### config.mk
export PLATFORM = sky130hd
export DESIGN_NAME = alu_ctrl_mdu
export DESIGN_NICKNAME = d
export VERILOG_FILES = /design/src/rtl/alu_ctrl_mdu.sv
export SDC_FILE = /design/constraint.sdc
export NUM_CORES = 1
export LEC_CHECK = 0
export CAP_MARGIN = 20
export CORE_MARGIN = 8
export CORE_UTILIZATION = 60
export CTS_BUF_LIST = sky130_fd_sc_hd__clkbuf_16
export CTS_CLUSTER_SIZE = 24
export DETAILED_ROUTE_END_ITERATION = 10
export GPL_TIMING_DRIVEN = 1
export PLACE_DENSITY_LB_ADDON = 0.2
export SYNTH_ARGS = -nofsm -noshare
export SYNTH_HDL_FRONTEND = slang
export SYNTH_SLANG_ARGS = --single-unit
### constraint.sdc
create_clock -name clk -period 11.2 [get_ports clk]
set_input_delay 2.24 -clock clk [delete_from_list [all_inputs] [get_ports clk]]
set_output_delay 2.24 -clock clk [all_outputs]
set_load 0.05 [all_outputs]
### src/rtl/alu_ctrl_mdu.sv
// alu_ctrl_mdu: EX-stage ALU control decoder and execute unit with an iterative
// multiply/divide engine that owns the HI/LO registers.
// Ports:
//   clk, reset             rising-edge clock, async active-high reset
//   in_valid / in_ready    issue handshake (ready only while idle)
//   alu_op, funct, a, b    main-control op, R-type funct, operands
//   alu_ctr                combinational decode of the presented op
//   result, out_valid,zero registered simple-op result, 1-cycle valid, zero flag
//   md_done                1-cycle pulse when HI/LO are written by mult/div
//   illegal                1-cycle pulse when an unknown funct is accepted
//   hi, lo                 HI/LO registers
module alu_ctrl_mdu #(
    parameter int unsigned WIDTH      = 32,
    parameter bit          SLT_SIGNED = 1'b1
) (
    input  logic             clk,
    input  logic             reset,
    input  logic             in_valid,
    output logic             in_ready,
    input  logic [1:0]       alu_op,
    input  logic [5:0]       funct,
    input  logic [WIDTH-1:0] a,
    input  logic [WIDTH-1:0] b,
    output logic [3:0]       alu_ctr,
    output logic [WIDTH-1:0] result,
    output logic             out_valid,
    output logic             zero,
    output logic             md_done,
    output logic             illegal,
    output logic [WIDTH-1:0] hi,
    output logic [WIDTH-1:0] lo
);

    localparam int unsigned CW = $clog2(WIDTH + 1);
    localparam int unsigned PW = 2 * WIDTH;

    typedef enum logic [1:0] {IDLE, MUL, DIV, FIX} state_t;
    typedef enum logic [3:0] {
        OP_ADD, OP_SUB, OP_AND, OP_OR, OP_SLT, OP_MFHI, OP_MFLO,
        OP_MULT, OP_MULTU, OP_DIV, OP_DIVU, OP_ILL
    } op_t;

    state_t           state, state_nxt;
    op_t              op;
    logic [PW-1:0]    p;        // mult: {partial product, multiplier}; div: {remainder, dividend}
    logic [WIDTH-1:0] dvs;      // mult: multiplicand magnitude; div: divisor magnitude
    logic [CW-1:0]    cnt;
    logic             md_div, neg_q, neg_r, dvz;
    logic             accept, is_md, md_sgn;
    logic [WIDTH-1:0] simple_res, mag_a, mag_b;
    logic [WIDTH:0]   mul_sum, r_sh;
    logic [WIDTH-1:0] div_rem;
    logic             div_qbit;
    logic [PW-1:0]    prod_neg;

    // Decode main-control op and funct.
    always_comb begin
        op = OP_ILL;
        if (!alu_op[1]) begin
            op = alu_op[0] ? OP_SUB : OP_ADD;
        end else begin
            case (funct)
                6'b100000: op = OP_ADD;
                6'b100010: op = OP_SUB;
                6'b100100: op = OP_AND;
                6'b100101: op = OP_OR;
                6'b101010: op = OP_SLT;
                6'b011000: op = OP_MULT;
                6'b011001: op = OP_MULTU;
                6'b011010: op = OP_DIV;
                6'b011011: op = OP_DIVU;
                6'b010000: op = OP_MFHI;
                6'b010010: op = OP_MFLO;
                default:   op = OP_ILL;
            endcase
        end
    end

    always_comb begin
        case (op)
            OP_ADD:  alu_ctr = 4'b0010;
            OP_SUB:  alu_ctr = 4'b0110;
            OP_AND:  alu_ctr = 4'b0000;
            OP_OR:   alu_ctr = 4'b0001;
            OP_SLT:  alu_ctr = 4'b0111;
            default: alu_ctr = 4'b1111;
        endcase
    end

    // Single-cycle result for simple ops; illegal yields zero.
    always_comb begin
        simple_res = '0;
        case (op)
            OP_ADD:  simple_res = a + b;
            OP_SUB:  simple_res = a - b;
            OP_AND:  simple_res = a & b;
            OP_OR:   simple_res = a | b;
            OP_SLT:  simple_res = WIDTH'(SLT_SIGNED ? ($signed(a) < $signed(b)) : (a < b));
            OP_MFHI: simple_res = hi;
            OP_MFLO: simple_res = lo;
            default: simple_res = '0;
        endcase
    end

    assign is_md  = (op == OP_MULT) || (op == OP_MULTU) || (op == OP_DIV) || (op == OP_DIVU);
    assign md_sgn = (op == OP_MULT) || (op == OP_DIV);
    assign accept = in_valid && in_ready;
    assign mag_a  = (md_sgn && a[WIDTH-1]) ? WIDTH'(-a) : a;
    assign mag_b  = (md_sgn && b[WIDTH-1]) ? WIDTH'(-b) : b;

    // Shift-add step: add multiplicand when multiplier LSB set, then shift right.
    assign mul_sum = {1'b0, p[PW-1:WIDTH]} + (p[0] ? {1'b0, dvs} : {(WIDTH+1){1'b0}});

    // Restoring-division step: shift in next dividend bit, subtract if it fits.
    assign r_sh     = {p[PW-1:WIDTH], p[WIDTH-1]};
    assign div_qbit = (r_sh >= {1'b0, dvs});
    assign div_rem  = div_qbit ? WIDTH'(r_sh - {1'b0, dvs}) : r_sh[WIDTH-1:0];
    assign prod_neg = PW'(-p);

    // State register.
    always_ff @(posedge clk or posedge reset) begin
        if (reset) state <= IDLE;
        else       state <= state_nxt;
    end

    // Next-state logic.
    always_comb begin
        state_nxt = state;
        case (state)
            IDLE: if (accept && is_md) state_nxt = ((op == OP_DIV) || (op == OP_DIVU)) ? DIV : MUL;
            MUL,
            DIV:  if (cnt == CW'(WIDTH - 1)) state_nxt = FIX;
            FIX:  state_nxt = IDLE;
            default: state_nxt = IDLE;
        endcase
    end

    // FSM outputs.
    always_comb begin
        in_ready = 1'b0;
        if (state == IDLE) in_ready = 1'b1;
    end

    // Datapath: result/flag registers and the mult/div engine.
    always_ff @(posedge clk or posedge reset) begin
        if (reset) begin
            result    <= '0;
            out_valid <= 1'b0;
            zero      <= 1'b0;
            md_done   <= 1'b0;
            illegal   <= 1'b0;
            hi        <= '0;
            lo        <= '0;
            p         <= '0;
            dvs       <= '0;
            cnt       <= '0;
            md_div    <= 1'b0;
            neg_q     <= 1'b0;
            neg_r     <= 1'b0;
            dvz       <= 1'b0;
        end else begin
            out_valid <= 1'b0;
            zero      <= 1'b0;
            md_done   <= 1'b0;
            illegal   <= 1'b0;
            case (state)
                IDLE: begin
                    if (accept) begin
                        if (is_md) begin
                            md_div <= (op == OP_DIV) || (op == OP_DIVU);
                            neg_q  <= md_sgn && (a[WIDTH-1] ^ b[WIDTH-1]);
                            neg_r  <= md_sgn && a[WIDTH-1];
                            dvz    <= (b == '0);
                            cnt    <= '0;
                            if ((op == OP_DIV) || (op == OP_DIVU)) begin
                                p   <= {{WIDTH{1'b0}}, mag_a};
                                dvs <= mag_b;
                            end else begin
                                p   <= {{WIDTH{1'b0}}, mag_b};
                                dvs <= mag_a;
                            end
                        end else begin
                            result    <= simple_res;
                            out_valid <= 1'b1;
                            zero      <= (simple_res == '0);
                            illegal   <= (op == OP_ILL);
                        end
                    end
                end
                MUL: begin
                    p   <= {mul_sum, p[WIDTH-1:1]};
                    cnt <= cnt + CW'(1);
                end
                DIV: begin
                    p   <= {div_rem, p[WIDTH-2:0], div_qbit};
                    cnt <= cnt + CW'(1);
                end
                FIX: begin
                    md_done <= 1'b1;
                    if (md_div) begin
                        // Divide by zero: quotient all ones, remainder restores to a.
                        lo <= dvz ? {WIDTH{1'b1}} : (neg_q ? WIDTH'(-p[WIDTH-1:0]) : p[WIDTH-1:0]);
                        hi <= neg_r ? WIDTH'(-p[PW-1:WIDTH]) : p[PW-1:WIDTH];
                    end else begin
                        {hi, lo} <= neg_q ? prod_neg : p;
                    end
                end
                default: ;
            endcase
        end
    end

endmodule

==> reports/qor.txt <==
headroom to the max-slew limit: 25.3%
Ports: 180
Setup Skew: 24.7 ps
gpl congestion: 0.988
simple logic cell fraction of the synthesized area: 16.8%
asr flop ratio synth: 100%
routed vias: 21500
first-pass GRT wire length: 117000 microns
remaining global-route overflow: 0
Cell Count, Final, Fillers Out: 3201
cts hold-fix bufs: 0
R2R setup slack: 6510 ps
Resized Gates After CTS: 0
fmax: 127 MHz
final setup violation count: 0
Starting Density: 60.4%
post-route ant nets: 0
Synth warnings: 0
CTS root buf: clkbuf_16
commonest cells after routing, fill and taps aside: 283 x nor2_1, 256 x a21oi_1, 233 x nand2_1
reg2reg end: p[63]
initial antenna violation count: 1
mux share of post-synthesis cell area: 3.65%
post-synthesis sequential area ratio: 25.2%
Worst Path Max Fanout: 38
Post-Synthesis Cells: 2644
Final HPWL DP: 57600 microns
Min Clock Period, post-route: 7860 ps
worst ir drop on vdd: 0.000460 V
syn_nets: 2904
Final Slew Violations: 0
# nets final: 2989
final worst-path cycle share: 70.2%
kind of critical path: in2out
crit path to: alu_ctr[2]
RSZ-0062 raised after global routing: false
Die Ht: 202 microns
clk slew on worst S/H paths: 60 ps
leakage power: 0.0102 uW
setup total negative slack: 0 ps
Area Growth Syn to Fin: 14.1%
DP Cell Count: 3156
first-iteration detailed-routing DRC count: 2485
CP Data Required Time: 8960 ps
largest family of logic cells by synthesized area: compound AO/OA/AOI/OAI gates
mapped cell area: 20700 sq um
CP max-delay cell: and2_0
crit path launch: funct[0]
R2R Path Start: p[0]
Clock Sinks: 208
Post-synth EDFFs: 0
Synth Area in Adders: 11.4%
Syn Area/Cell: 7.81 sq um
htree depth: 1
vias per inst: 6.71
DRC: 0
Port Buffers: 179
ant diodes: 0
PD cells: 263 nW/um^2
clock network latency to the later pin of the worst-skew pair: 570 ps
Pre-antenna DRT Iters: 7
cell-by-cell listing of the critical path: clkdlybuf4s50_1 > buf_4 > nor2b_1 > a32oi_1 > and2_0 > a31oi_1 > nand2_1 > clkdlybuf4s50_1
maximum number of pins on one net before global-route repair: 130
die span in x: 202 microns
Worst Reg-to-Reg Cells: 16
ys flop type: dfrtp_1
Hold Path Class: reg2reg
Final Hold Fails: 0
Slew @ Worst Pin: 1120 ps
share of cells above drive strength 1: 5.03%
post-synthesis cell type count: 91
drt wl/cell: 23.5 microns
CTS buffer count: 24
CP peak stage delay: 810 ps
Synth Area in Compound Gates: 29.2%
vias in the first global route: 20700
CTS tree: done
Core Footprint: 34200 sq um
Setup Fix Bufs, Post-CTS: 0
Startpoint Class: primary input
Die ar.: 40600 sq um
status: complete, no violations
Synth Register Bits: 208
commonest non-fill, non-tap cell in the layout: nor2_1
max-cap viol count: 0
WL final: 75400 microns
post-synthesis xor/xnor area fraction: 8.18%
Worst setup EP type: output pin
FP Rows: 68
total track usage: 35.6%
most used cell, CP: clkdlybuf4s50_1
clk buf depth: 3
Critical Path AT: 5620 ps
[synth_stat cells (all sizes together) (13+ instances only)]
library cell | number | share of area (%)
nor2 | 284 | 5.2
ha | 181 | 11
a31oi | 18 | 0.55
a22oi | 41 | 1.5
o31ai | 41 | 1.6
nor3 | 43 | 1.0
o21bai | 14 | 0.51
mux2i | 37 | 1.8
nand3 | 30 | 0.73
nand4 | 22 | 0.67
and3 | 13 | 0.39
a21oi | 258 | 6.3
o211ai | 22 | 0.80
nor2b | 20 | 0.61
o41ai | 17 | 0.72
nand2 | 234 | 4.3
o21ai | 221 | 5.4
xor2 | 71 | 3.0
dfrtp | 208 | 25
buf | 25 | 0.56
xnor2 | 122 | 5.2
mux2 | 34 | 1.9
a211oi | 39 | 1.4
inv | 156 | 2.8
a22o | 13 | 0.55
a221oi | 30 | 1.3
a221o | 18 | 0.87
clkbuf | 120 | 2.2
o21a | 20 | 0.73
o221ai | 30 | 1.3
nand2b | 35 | 1.2
a21o | 43 | 1.6
nor4 | 24 | 0.73
or4 | 14 | 0.53
[state kept, by name, summed over array words and instances (netlist names)]
register,count
neg_r,1
hi,32
result,32
out_valid,1
lo,32
p,64
dvs,32
cnt,6
md_div,1
illegal,1
md_done,1
state,2
dvz,1
zero,1
neg_q,1
[cells by family (layout without fill, tap and decap cells)]
group / after synthesis / in the layout
compound gates: 922 / 922
xor+xnor: 193 / 193
fa+ha+maj: 185 / 185
buf+inv: 303 / 405
flops: 208 / 208
mux: 71 / 71
simple gates: 762 / 762
[routing by layer]
layer / global-route usage, % / part of all wire [%] / vias up
met5: 0 / 0 / -
met4: 19.2 / 5.8 / 0
met3: 5.36 / 8.8 / 246
met2: 58.3 / 47 / 1245
met1: 44.8 / 39 / 10200
li1: - / - / 9763
[final cells by class]
class	count	area, sq um
Clock buffer	24	601
Clock inverter	19	208
Fill cell	2854	10600
Inverter	158	601
Multi-Input combinational cell	2133	14400
Sequential cell	208	5200
Tap cell	455	569
Timing Repair Buffer	204	2010
[worst max-delay path, delay by kind of cell]
family	cells	cell delay [ps]
compound gates	2	660
buf+inv	3	1640
simple gates	3	1060
[through the flow]
step | power [uW] | worst slack (ps) | utilization (%) | cell area (sq um) | hold slack (ps)
floorplan | 4080 | 3280 | - | 20700 | 450
detailed placement | 5260 | 3430 | 66.4 | 22700 | 472
global placement | 5140 | 3460 | 66.4 | 22700 | 467
finish | 6200 | 3340 | 68.9 | 23600 | 485
global route | 6550 | 3180 | 68.9 | 23600 | 501
CTS | 6110 | 3410 | 68.8 | 23500 | 485
[how the worst min path moves through the flow]
| stage | startpoint | to | slack (ps) | cells after the start |
|---|---|---|---|---|
| floorplan | dvs[10] | dvs[10] | 450 | 2 |
| global placement | dvs[11] | dvs[11] | 470 | 2 |
| detailed placement | dvs[29] | dvs[29] | 470 | 2 |
| CTS | dvs[29] | dvs[29] | 490 | 2 |
| global route | dvs[11] | dvs[11] | 500 | 2 |
| finish | dvs[25] | dvs[25] | 480 | 2 |
[where the power goes]
part | switching [uW] | leakage [uW] | internal [uW]
sequential | 458 | 0.00262 | 1080
clock | 341 | 0.000410 | 482
combinational | 2470 | 0.00718 | 1360
total | 3270 | 0.0102 | 2930
No activity file was read; power rests on OpenSTA's default activity.
